### config.mk
export PLATFORM = sky130hd
export DESIGN_NAME = control_multicycle_flat
export DESIGN_NICKNAME = d
export VERILOG_FILES = /design/src/rtl/control_multicycle_if.sv /design/src/rtl/control_multicycle.sv /design/src/flat_wrapper.sv
export SDC_FILE = /design/constraint.sdc
export NUM_CORES = 1
export LEC_CHECK = 0
export BUFFER_PORTS_ARGS = -buffer_cell sky130_fd_sc_hd__buf_2
export CAP_MARGIN = 20
export CELL_PAD_IN_SITES_DETAIL_PLACEMENT = 0
export CELL_PAD_IN_SITES_GLOBAL_PLACEMENT = 2
export CORE_UTILIZATION = 26
export CTS_CLUSTER_SIZE = 16
export DETAILED_ROUTE_END_ITERATION = 7
export GPL_TIMING_DRIVEN = 0
export PLACE_DENSITY = 0.75
export RECOVER_POWER = 50
export SETUP_SLACK_MARGIN = 0.02
export SLEW_MARGIN = 40
export SYNTH_ARGS = -nofsm -noshare
export SYNTH_HDL_FRONTEND = slang
export SYNTH_SLANG_ARGS = --single-unit
### constraint.sdc
create_clock -name clk -period 2.3 [get_ports clk]
set_input_delay 0.23 -clock clk [delete_from_list [all_inputs] [get_ports clk]]
set_output_delay 0.23 -clock clk [all_outputs]
set_load 0.005 [all_outputs]
### src/rtl/control_multicycle_if.sv
// Control bus between the multicycle controller (master) and the datapath (slave).
// Valid/ready: mem_ready is the datapath's completion strobe; the controller holds its request until it is seen.
interface control_multicycle_if #(
    parameter int ALUOP_W = 5
);
    logic [5:0]         opcode;
    logic [5:0]         funct;
    logic               zero;
    logic               mem_ready;

    logic               PCWrite;
    logic               IorD;
    logic               MemRead;
    logic               MemWrite;
    logic               IRWrite;
    logic               RegWrite;
    logic               ALUSrcA;
    logic               isSigned;
    logic [1:0]         RegDst;
    logic [1:0]         MemtoReg;
    logic [1:0]         ALUSrcB;
    logic [1:0]         PCSource;
    logic [ALUOP_W-1:0] ALUOp;
    logic [3:0]         state;
    logic               illegal;
    logic               bus_err;

    modport master (
        input  opcode, funct, zero, mem_ready,
        output PCWrite, IorD, MemRead, MemWrite, IRWrite, RegWrite, ALUSrcA, isSigned,
        output RegDst, MemtoReg, ALUSrcB, PCSource, ALUOp, state, illegal, bus_err
    );

    modport slave (
        output opcode, funct, zero, mem_ready,
        input  PCWrite, IorD, MemRead, MemWrite, IRWrite, RegWrite, ALUSrcA, isSigned,
        input  RegDst, MemtoReg, ALUSrcB, PCSource, ALUOp, state, illegal, bus_err
    );
endinterface

### src/rtl/control_multicycle.sv
// Multicycle MIPS-style control FSM with per-access memory timeout and illegal-opcode detection.
// Memory handshake: a request (MemRead/MemWrite) is held until mem_ready=1 or the wait counter expires.
module control_multicycle #(
    parameter int ALUOP_W = 5,
    parameter int TIMEOUT = 15
) (
    input logic clk,
    input logic rst_n,
    control_multicycle_if.master bus
);

    typedef enum logic [3:0] {
        FETCH   = 4'd0,
        DECODE  = 4'd1,
        MEMADDR = 4'd2,
        MEMRD   = 4'd3,
        MEMWB   = 4'd4,
        MEMWR   = 4'd5,
        EXEC    = 4'd6,
        ALUWB   = 4'd7,
        BRANCH  = 4'd8,
        JUMP    = 4'd9,
        JR      = 4'd10
    } state_t;

    localparam int CW = $clog2(TIMEOUT + 1);

    localparam logic [5:0] OP_RTYPE = 6'b000000;
    localparam logic [5:0] OP_J     = 6'b000010;
    localparam logic [5:0] OP_JAL   = 6'b000011;
    localparam logic [5:0] OP_BEQ   = 6'b000100;
    localparam logic [5:0] OP_BNE   = 6'b000101;
    localparam logic [5:0] OP_ADDI  = 6'b001000;
    localparam logic [5:0] OP_SLTI  = 6'b001010;
    localparam logic [5:0] OP_SLTIU = 6'b001011;
    localparam logic [5:0] OP_ANDI  = 6'b001100;
    localparam logic [5:0] OP_ORI   = 6'b001101;
    localparam logic [5:0] OP_XORI  = 6'b001110;
    localparam logic [5:0] OP_LUI   = 6'b001111;
    localparam logic [5:0] OP_LW    = 6'b100011;
    localparam logic [5:0] OP_SW    = 6'b101011;
    localparam logic [5:0] FN_JR    = 6'b001000;

    localparam logic [3:0] ALU_ADD   = 4'b0000;
    localparam logic [3:0] ALU_SUB   = 4'b0001;
    localparam logic [3:0] ALU_RTYPE = 4'b0010;
    localparam logic [3:0] ALU_SLT   = 4'b0011;
    localparam logic [3:0] ALU_AND   = 4'b0100;
    localparam logic [3:0] ALU_OR    = 4'b0101;
    localparam logic [3:0] ALU_XOR   = 4'b0110;
    localparam logic [3:0] ALU_LUI   = 4'b0111;
    localparam logic [3:0] ALU_SLTU  = 4'b1000;

    function automatic logic [ALUOP_W-1:0] alu_code(input logic [3:0] c);
        return ALUOP_W'(c);
    endfunction

    state_t          state_q, state_d;
    logic [5:0]      op_q, funct_q;
    logic [CW-1:0]   wait_q;

    logic [5:0]      op, fn;
    logic            is_rtype, is_jr, is_mem, is_itype, is_branch, is_jump, is_unsigned_imm;
    logic            wait_state, timeout;

    logic            pc_write, ior_d, mem_read, mem_write, ir_write, reg_write, alu_src_a, is_signed;
    logic [1:0]      reg_dst, mem_to_reg, alu_src_b, pc_source;
    logic [ALUOP_W-1:0] alu_op;
    logic            illegal_c, bus_err_c;

    // The instruction register is loaded on the FETCH->DECODE edge, so the fields are only
    // valid live during DECODE; they are captured on leaving DECODE for the later states.
    assign op = (state_q == DECODE) ? bus.opcode : op_q;
    assign fn = (state_q == DECODE) ? bus.funct  : funct_q;

    always_comb begin
        is_rtype        = (op == OP_RTYPE);
        is_jr           = is_rtype && (fn == FN_JR);
        is_mem          = (op == OP_LW) || (op == OP_SW);
        is_itype        = (op == OP_ADDI) || (op == OP_SLTI) || (op == OP_SLTIU) ||
                          (op == OP_ANDI) || (op == OP_ORI)  || (op == OP_XORI)  ||
                          (op == OP_LUI);
        is_branch       = (op == OP_BEQ) || (op == OP_BNE);
        is_jump         = (op == OP_J) || (op == OP_JAL);
        is_unsigned_imm = (op == OP_ANDI) || (op == OP_ORI) || (op == OP_XORI) || (op == OP_LUI);
    end

    assign wait_state = (state_q == FETCH) || (state_q == MEMRD) || (state_q == MEMWR);
    assign timeout    = wait_state && !bus.mem_ready && (wait_q == CW'(TIMEOUT));

    always_comb begin
        state_d    = state_q;
        pc_write   = 1'b0;
        ior_d      = 1'b0;
        mem_read   = 1'b0;
        mem_write  = 1'b0;
        ir_write   = 1'b0;
        reg_write  = 1'b0;
        alu_src_a  = 1'b0;
        is_signed  = 1'b0;
        reg_dst    = 2'b00;
        mem_to_reg = 2'b00;
        alu_src_b  = 2'b00;
        pc_source  = 2'b00;
        alu_op     = '0;
        illegal_c  = 1'b0;
        bus_err_c  = 1'b0;

        case (state_q)
            FETCH: begin
                mem_read  = 1'b1;
                alu_src_b = 2'b01;
                alu_op    = alu_code(ALU_ADD);
                ir_write  = bus.mem_ready;
                pc_write  = bus.mem_ready;
                if (bus.mem_ready) begin
                    state_d = DECODE;
                end else if (timeout) begin
                    bus_err_c = 1'b1;
                    state_d   = FETCH;
                end
            end
            DECODE: begin
                alu_src_b = 2'b11;
                alu_op    = alu_code(ALU_ADD);
                if (is_mem)                      state_d = MEMADDR;
                else if (is_jr)                  state_d = JR;
                else if (is_rtype || is_itype)   state_d = EXEC;
                else if (is_branch)              state_d = BRANCH;
                else if (is_jump)                state_d = JUMP;
                else begin
                    illegal_c = 1'b1;
                    state_d   = FETCH;
                end
            end
            MEMADDR: begin
                alu_src_a = 1'b1;
                alu_src_b = 2'b10;
                alu_op    = alu_code(ALU_ADD);
                state_d   = (op == OP_LW) ? MEMRD : MEMWR;
            end
            MEMRD: begin
                mem_read = 1'b1;
                ior_d    = 1'b1;
                if (bus.mem_ready) begin
                    state_d = MEMWB;
                end else if (timeout) begin
                    bus_err_c = 1'b1;
                    state_d   = FETCH;
                end
            end
            MEMWB: begin
                reg_write  = 1'b1;
                mem_to_reg = 2'b01;
                state_d    = FETCH;
            end
            MEMWR: begin
                // The store is withdrawn in the cycle it times out.
                mem_write = !timeout;
                ior_d     = 1'b1;
                if (bus.mem_ready) begin
                    state_d = FETCH;
                end else if (timeout) begin
                    bus_err_c = 1'b1;
                    state_d   = FETCH;
                end
            end
            EXEC: begin
                alu_src_a = 1'b1;
                if (is_rtype) begin
                    alu_src_b = 2'b00;
                    alu_op    = alu_code(ALU_RTYPE);
                end else begin
                    alu_src_b = 2'b10;
                    case (op)
                        OP_SLTI:  alu_op = alu_code(ALU_SLT);
                        OP_SLTIU: alu_op = alu_code(ALU_SLTU);
                        OP_ANDI:  alu_op = alu_code(ALU_AND);
                        OP_ORI:   alu_op = alu_code(ALU_OR);
                        OP_XORI:  alu_op = alu_code(ALU_XOR);
                        OP_LUI:   alu_op = alu_code(ALU_LUI);
                        default:  alu_op = alu_code(ALU_ADD);
                    endcase
                end
                is_signed = !is_unsigned_imm;
                state_d   = ALUWB;
            end
            ALUWB: begin
                reg_write  = 1'b1;
                mem_to_reg = 2'b00;
                reg_dst    = is_rtype ? 2'b01 : 2'b00;
                state_d    = FETCH;
            end
            BRANCH: begin
                alu_src_a = 1'b1;
                alu_src_b = 2'b00;
                alu_op    = alu_code(ALU_SUB);
                pc_source = 2'b01;
                pc_write  = (op == OP_BNE) ? !bus.zero : bus.zero;
                state_d   = FETCH;
            end
            JUMP: begin
                pc_write  = 1'b1;
                pc_source = 2'b10;
                if (op == OP_JAL) begin
                    reg_write  = 1'b1;
                    reg_dst    = 2'b10;
                    mem_to_reg = 2'b10;
                end
                state_d = FETCH;
            end
            JR: begin
                pc_write  = 1'b1;
                pc_source = 2'b11;
                state_d   = FETCH;
            end
            default: state_d = FETCH;
        endcase
    end

    always_ff @(posedge clk or negedge rst_n) begin
        if (!rst_n) begin
            state_q <= FETCH;
            wait_q  <= '0;
            op_q    <= '0;
            funct_q <= '0;
        end else begin
            state_q <= state_d;
            if (state_q == DECODE) begin
                op_q    <= bus.opcode;
                funct_q <= bus.funct;
            end
            // Zero in every non-waiting state means each wait state is entered with a clear count.
            if (wait_state && !bus.mem_ready && !timeout) wait_q <= wait_q + CW'(1);
            else                                          wait_q <= '0;
        end
    end

    // Enables and exception pulses are held off combinationally while reset is asserted.
    assign bus.PCWrite  = pc_write  && rst_n;
    assign bus.IRWrite  = ir_write  && rst_n;
    assign bus.RegWrite = reg_write && rst_n;
    assign bus.MemRead  = mem_read  && rst_n;
    assign bus.MemWrite = mem_write && rst_n;
    assign bus.illegal  = illegal_c && rst_n;
    assign bus.bus_err  = bus_err_c && rst_n;

    assign bus.IorD     = ior_d;
    assign bus.ALUSrcA  = alu_src_a;
    assign bus.isSigned = is_signed;
    assign bus.RegDst   = reg_dst;
    assign bus.MemtoReg = mem_to_reg;
    assign bus.ALUSrcB  = alu_src_b;
    assign bus.PCSource = pc_source;
    assign bus.ALUOp    = alu_op;
    assign bus.state    = state_q;

endmodule
### src/flat_wrapper.sv
// flat-port wrapper written by rule: the top's interface ports become plain ports
module control_multicycle_flat 
#(
    parameter int ALUOP_W = 5,
    parameter int TIMEOUT = 15
)
  (clk, rst_n, bus_opcode, bus_funct, bus_zero, bus_mem_ready, bus_PCWrite, bus_IorD, bus_MemRead, bus_MemWrite, bus_IRWrite, bus_RegWrite, bus_ALUSrcA, bus_isSigned, bus_RegDst, bus_MemtoReg, bus_ALUSrcB, bus_PCSource, bus_ALUOp, bus_state, bus_illegal, bus_bus_err);
  control_multicycle_if #(.ALUOP_W(ALUOP_W)) bus_i ();
  input logic clk;
  input logic rst_n;
  input wire logic [$bits(bus_i.opcode)-1:0] bus_opcode;
  input wire logic [$bits(bus_i.funct)-1:0] bus_funct;
  input wire logic [$bits(bus_i.zero)-1:0] bus_zero;
  input wire logic [$bits(bus_i.mem_ready)-1:0] bus_mem_ready;
  output wire logic [$bits(bus_i.PCWrite)-1:0] bus_PCWrite;
  output wire logic [$bits(bus_i.IorD)-1:0] bus_IorD;
  output wire logic [$bits(bus_i.MemRead)-1:0] bus_MemRead;
  output wire logic [$bits(bus_i.MemWrite)-1:0] bus_MemWrite;
  output wire logic [$bits(bus_i.IRWrite)-1:0] bus_IRWrite;
  output wire logic [$bits(bus_i.RegWrite)-1:0] bus_RegWrite;
  output wire logic [$bits(bus_i.ALUSrcA)-1:0] bus_ALUSrcA;
  output wire logic [$bits(bus_i.isSigned)-1:0] bus_isSigned;
  output wire logic [$bits(bus_i.RegDst)-1:0] bus_RegDst;
  output wire logic [$bits(bus_i.MemtoReg)-1:0] bus_MemtoReg;
  output wire logic [$bits(bus_i.ALUSrcB)-1:0] bus_ALUSrcB;
  output wire logic [$bits(bus_i.PCSource)-1:0] bus_PCSource;
  output wire logic [$bits(bus_i.ALUOp)-1:0] bus_ALUOp;
  output wire logic [$bits(bus_i.state)-1:0] bus_state;
  output wire logic [$bits(bus_i.illegal)-1:0] bus_illegal;
  output wire logic [$bits(bus_i.bus_err)-1:0] bus_bus_err;
  assign bus_i.opcode = bus_opcode;
  assign bus_i.funct = bus_funct;
  assign bus_i.zero = bus_zero;
  assign bus_i.mem_ready = bus_mem_ready;
  assign bus_PCWrite = bus_i.PCWrite;
  assign bus_IorD = bus_i.IorD;
  assign bus_MemRead = bus_i.MemRead;
  assign bus_MemWrite = bus_i.MemWrite;
  assign bus_IRWrite = bus_i.IRWrite;
  assign bus_RegWrite = bus_i.RegWrite;
  assign bus_ALUSrcA = bus_i.ALUSrcA;
  assign bus_isSigned = bus_i.isSigned;
  assign bus_RegDst = bus_i.RegDst;
  assign bus_MemtoReg = bus_i.MemtoReg;
  assign bus_ALUSrcB = bus_i.ALUSrcB;
  assign bus_PCSource = bus_i.PCSource;
  assign bus_ALUOp = bus_i.ALUOp;
  assign bus_state = bus_i.state;
  assign bus_illegal = bus_i.illegal;
  assign bus_bus_err = bus_i.bus_err;
  control_multicycle #(.ALUOP_W(ALUOP_W), .TIMEOUT(TIMEOUT)) u_core (.clk(clk), .rst_n(rst_n), .bus(bus_i));
endmodule
==> qor.csv <==
stage;metric;value;unit
grt;antenna_found_initial;0;
critical_path;critPathArrivalTime;2.16;ns
critical_path;required;2.07;ns
sta;fmax;417.8;MHz
sta;timing.final.crit_share;104.1;%
critical_path;path_max_fanout;7;
synth;synthTopCellsByArea;dfrtp_1 (33%), nand2_1 (8.2%), nor2_1 (4.5%), nor3_1 (4.3%), a21oi_1 (2.7%);
die;core_area;5540;µm²
synth;yosysWarnings;0;
clock_network;numCtsBuffers;3;
synth;async_flop_share;100.0;%
final_layout;layout-drive-gt1-share;43.82;%
pwr;power_frac_comb;60.8;%
clock_network;clkSinkCount;20;
pwr;ir_worst_vdd;0.0004270;V
routing;dr.pass1.iters;4;
die;dieArea;6088;µm²
sta;worstMarginPinSlew;0.5154;ns
sta;hold_viol_final;0;
worst_hold_path;worst_hold_path_type;in -> reg;
run_status;violations;negative setup slack;
routing;first_iter_violations;54;
clock_network;clk_pin_slew;0.08;ns
die;ioPinCount;43;
die;die_h;78.03;µm
routing;drtAntennaViolNets;0;
synth;synth_edf_count;0;
critical_path;start_kind;flip-flop;
final_layout;fillers;630;
final_layout;nets;269;
placed_design;dp_hpwl;3.361;mm
sta;slew_headroom;65.38;%
grt;gr-usage-all-layers;16.33;%
synth;syn_nets;201;
final_layout;diodes;0;
placed_design;dp_cells;297;
clock_network;clk_latency;0.26;ns
synth;avgSynthCellArea;8.167;µm²
synth;synth_common_cells;nand2_1 (33), dfrtp_1 (20), nor2_1 (18);
synth;synth_largest_area_cell;dfrtp_1;
final_layout;fin_area;2227;µm²
pwr;p_leak;1.046;nW
sta;fin_crit;2.394;ns
synth;synth_top_area_share;33.31;%
routing;num_vias;1634;
clock_network;cts_buffer_depth;2;
critical_path;crit_path_top_delay_cell;or4b_4;
critical_path;crit_path_end_kind;output pin;
routing;totalWireLength;4.851;mm
routing;viasPerCell;5.059;
clock_network;cts_tree;built;
synth;ys_seq_elements;20;
sta;skew;0.005050;ns
synth;syn_area;1503;µm²
placed_design;port-buffer-count;41;
die;die_w;78.03;µm
pwr;p_clk_share;13.8;%
run;maxCapViolCount;0;
sta;setup_ws;-0.09364;ns
grt;grt.overflow.total;0;
synth;seq_area_frac_synth;33.31;%
synth;syn-instance-count;184;
grt;grt_pass1_vias;1543;
pwr;cellInternalPower;1.516;mW
clock_network;cts_max_level;1;
synth;ys_types;53;
synth;yosysMostFrequentCell;nand2_1;
synth;ys.flop_type;dfrtp_1;
die;start_util;27.12;%
placed_design;gp_congestion;0.7939;
sta;setup_viol;7;
pwr;p_per_area;1180;nW/µm²
pwr;p_sw_share;42.32;%
grt;grt_max_degree;29;
clock_network;cts_root_buf;clkbuf_8;
placed_design;post_dp_cell_area;1798;µm²
grt;grt_pass1_wl;7.879;mm
critical_path;critical_path_class;reg -> out;
run_status;status;complete, but fails checks;
pwr;seq_power_share;25.4;%
critical_path;crit_chain;buf_6 -> or4b_4 -> buf_8 -> nand2_4 -> o31a_1 -> nor4bb_1 -> a311o_1 -> buf_2;
sta;drv_slew;0;
die;rows;27;
routing;wire_per_inst;15.02;µm
pwr;netSwitchingPower;1.112;mW
sta;rsz0062_at_grt;true;
final_layout;final_cells;323;
final_layout;area_growth;48.21;%
critical_path;max_stage_delay;0.48;ns
routing;drc;0;
## state kept, by name, indices dropped and copies added, names as in the netlist
register / cells
u_core.wait_q: 4
u_core.funct_q: 6
u_core.op_q: 6
u_core.bus.state: 4
## cells by family (layout without fill, tap and decap cells)
logic type | after synthesis | count (layout) | share of synthesized area (%)
multiplexers | 7 | 7 | 6.245
buffers and inverters | 16 | 83 | 5.412
adder cells (fa/ha/maj) | 1 | 1 | 0.8325
XOR/XNOR | 3 | 3 | 1.749
other | 1 | 1 | 0.2496
AND/OR/NAND/NOR | 101 | 101 | 35.80
flip-flops | 20 | 20 | 33.31
AO/OA/AOI/OAI | 35 | 35 | 16.40
## worst max-delay path, delay by kind of cell (launching register included)
| family | cells | cell delay [ns] |
|---|---|---|
| AO/OA/AOI/OAI | 2 | 0.43 |
| buffers and inverters | 3 | 0.42 |
| AND/OR/NAND/NOR | 3 | 0.60 |
| flip-flops | 1 | 0.44 |
## placed cells by master, fill, tap and decap left out, types with 3 or more instances in the layout
cell	n
nor2_1	16
a21oi_1	7
o21ai_0	5
buf_4	18
nor4b_1	3
nand2_2	4
o21a_1	3
nor2b_1	5
nor3_2	3
dfrtp_2	3
nor3_1	9
dfrtp_1	17
nand3_1	4
buf_2	42
inv_1	5
and3_1	5
clkbuf_8	3
clkbuf_1	4
buf_6	5
nand2_1	27
## power groups by stage
| stage | Combinational, mW | Clock, mW | Sequential, mW |
|---|---|---|---|
| floorplan | 0.797 | 0 | 0.609 |
| global route | 1.74 | 0.398 | 0.684 |
| global placement | 1.10 | 0 | 0.647 |
| detailed placement | 1.10 | 0 | 0.646 |
| finish | 1.60 | 0.364 | 0.668 |
| CTS | 1.30 | 0.375 | 0.648 |
## path summary, 6_finish.rpt
| kind | endpoint | cells past startpoint | startpoint | slack [ns] |
|---|---|---|---|---|
| worst min register to register | u_core.wait_q[0] | 1 | u_core.wait_q[0] | 0.46 |
| worst max register to register | u_core.bus.state[3] | 8 | u_core.bus.state[1] | 0.01 |
| worst min-delay path | u_core.funct_q[0] | 3 | bus_funct[0] | 0.17 |
| max in group asynchronous | u_core.bus.state[1] | 2 | rst_n | 1.56 |
| min in group asynchronous | u_core.op_q[3] | 2 | rst_n | 0.44 |
| worst max-delay path | bus_PCWrite | 8 | u_core.bus.state[1] | -0.09 |
## repair_timing
item / CTS / global route
resized for setup: 23 / 28
pin swaps: 11 / 14
hold buffers: 1 / 0
buffers inserted: 8 / 12
hold endpoints to repair: 20 / 0
gates cloned: 0 / 1
endpoints found under the setup margin: 15 / 16
## metal layers
layer	wire length [µm]	up-vias	track usage, %
li1	-	796	-
met1	2345	791	22.82
met2	2273	43	26.73
met3	174	4	2.791
met4	57	0	2.778
met5	0	-	0
## layout make-up
type | count | area (µm²) | share of cell area, %
Timing Repair Buffer | 63 | 376.6 | 16.91
Clock inverter | 1 | 30.03 | 1.348
Sequential cell | 20 | 504.2 | 22.64
Inverter | 5 | 18.77 | 0.8427
Buffer | 11 | 85.08 | 3.820
Tap cell | 72 | 90.09 | 4.045
Clock buffer | 3 | 41.29 | 1.854
Multi-Input combinational cell | 148 | 1081 | 48.54
## metrics by stage
stage / total power [mW] / hold WS, ns / setup TNS (ns) / worst slack (ns) / utilization [%]
detailed placement: 1.748 / 0.2819 / -0.001489 / -0.001489 / 32.45
CTS: 2.318 / 0.1708 / -0.5990 / -0.1163 / 36.45
global route: 2.821 / 0.1832 / -1.148 / -0.1903 / 40.20
finish: 2.628 / 0.1736 / -0.3415 / -0.09364 / 40.20
floorplan: 1.406 / -0.06559 / 0 / 0.1111 / -
global placement: 1.750 / 0.2723 / -0.07344 / -0.04126 / 32.45
Power figures use the tool's default switching activity.
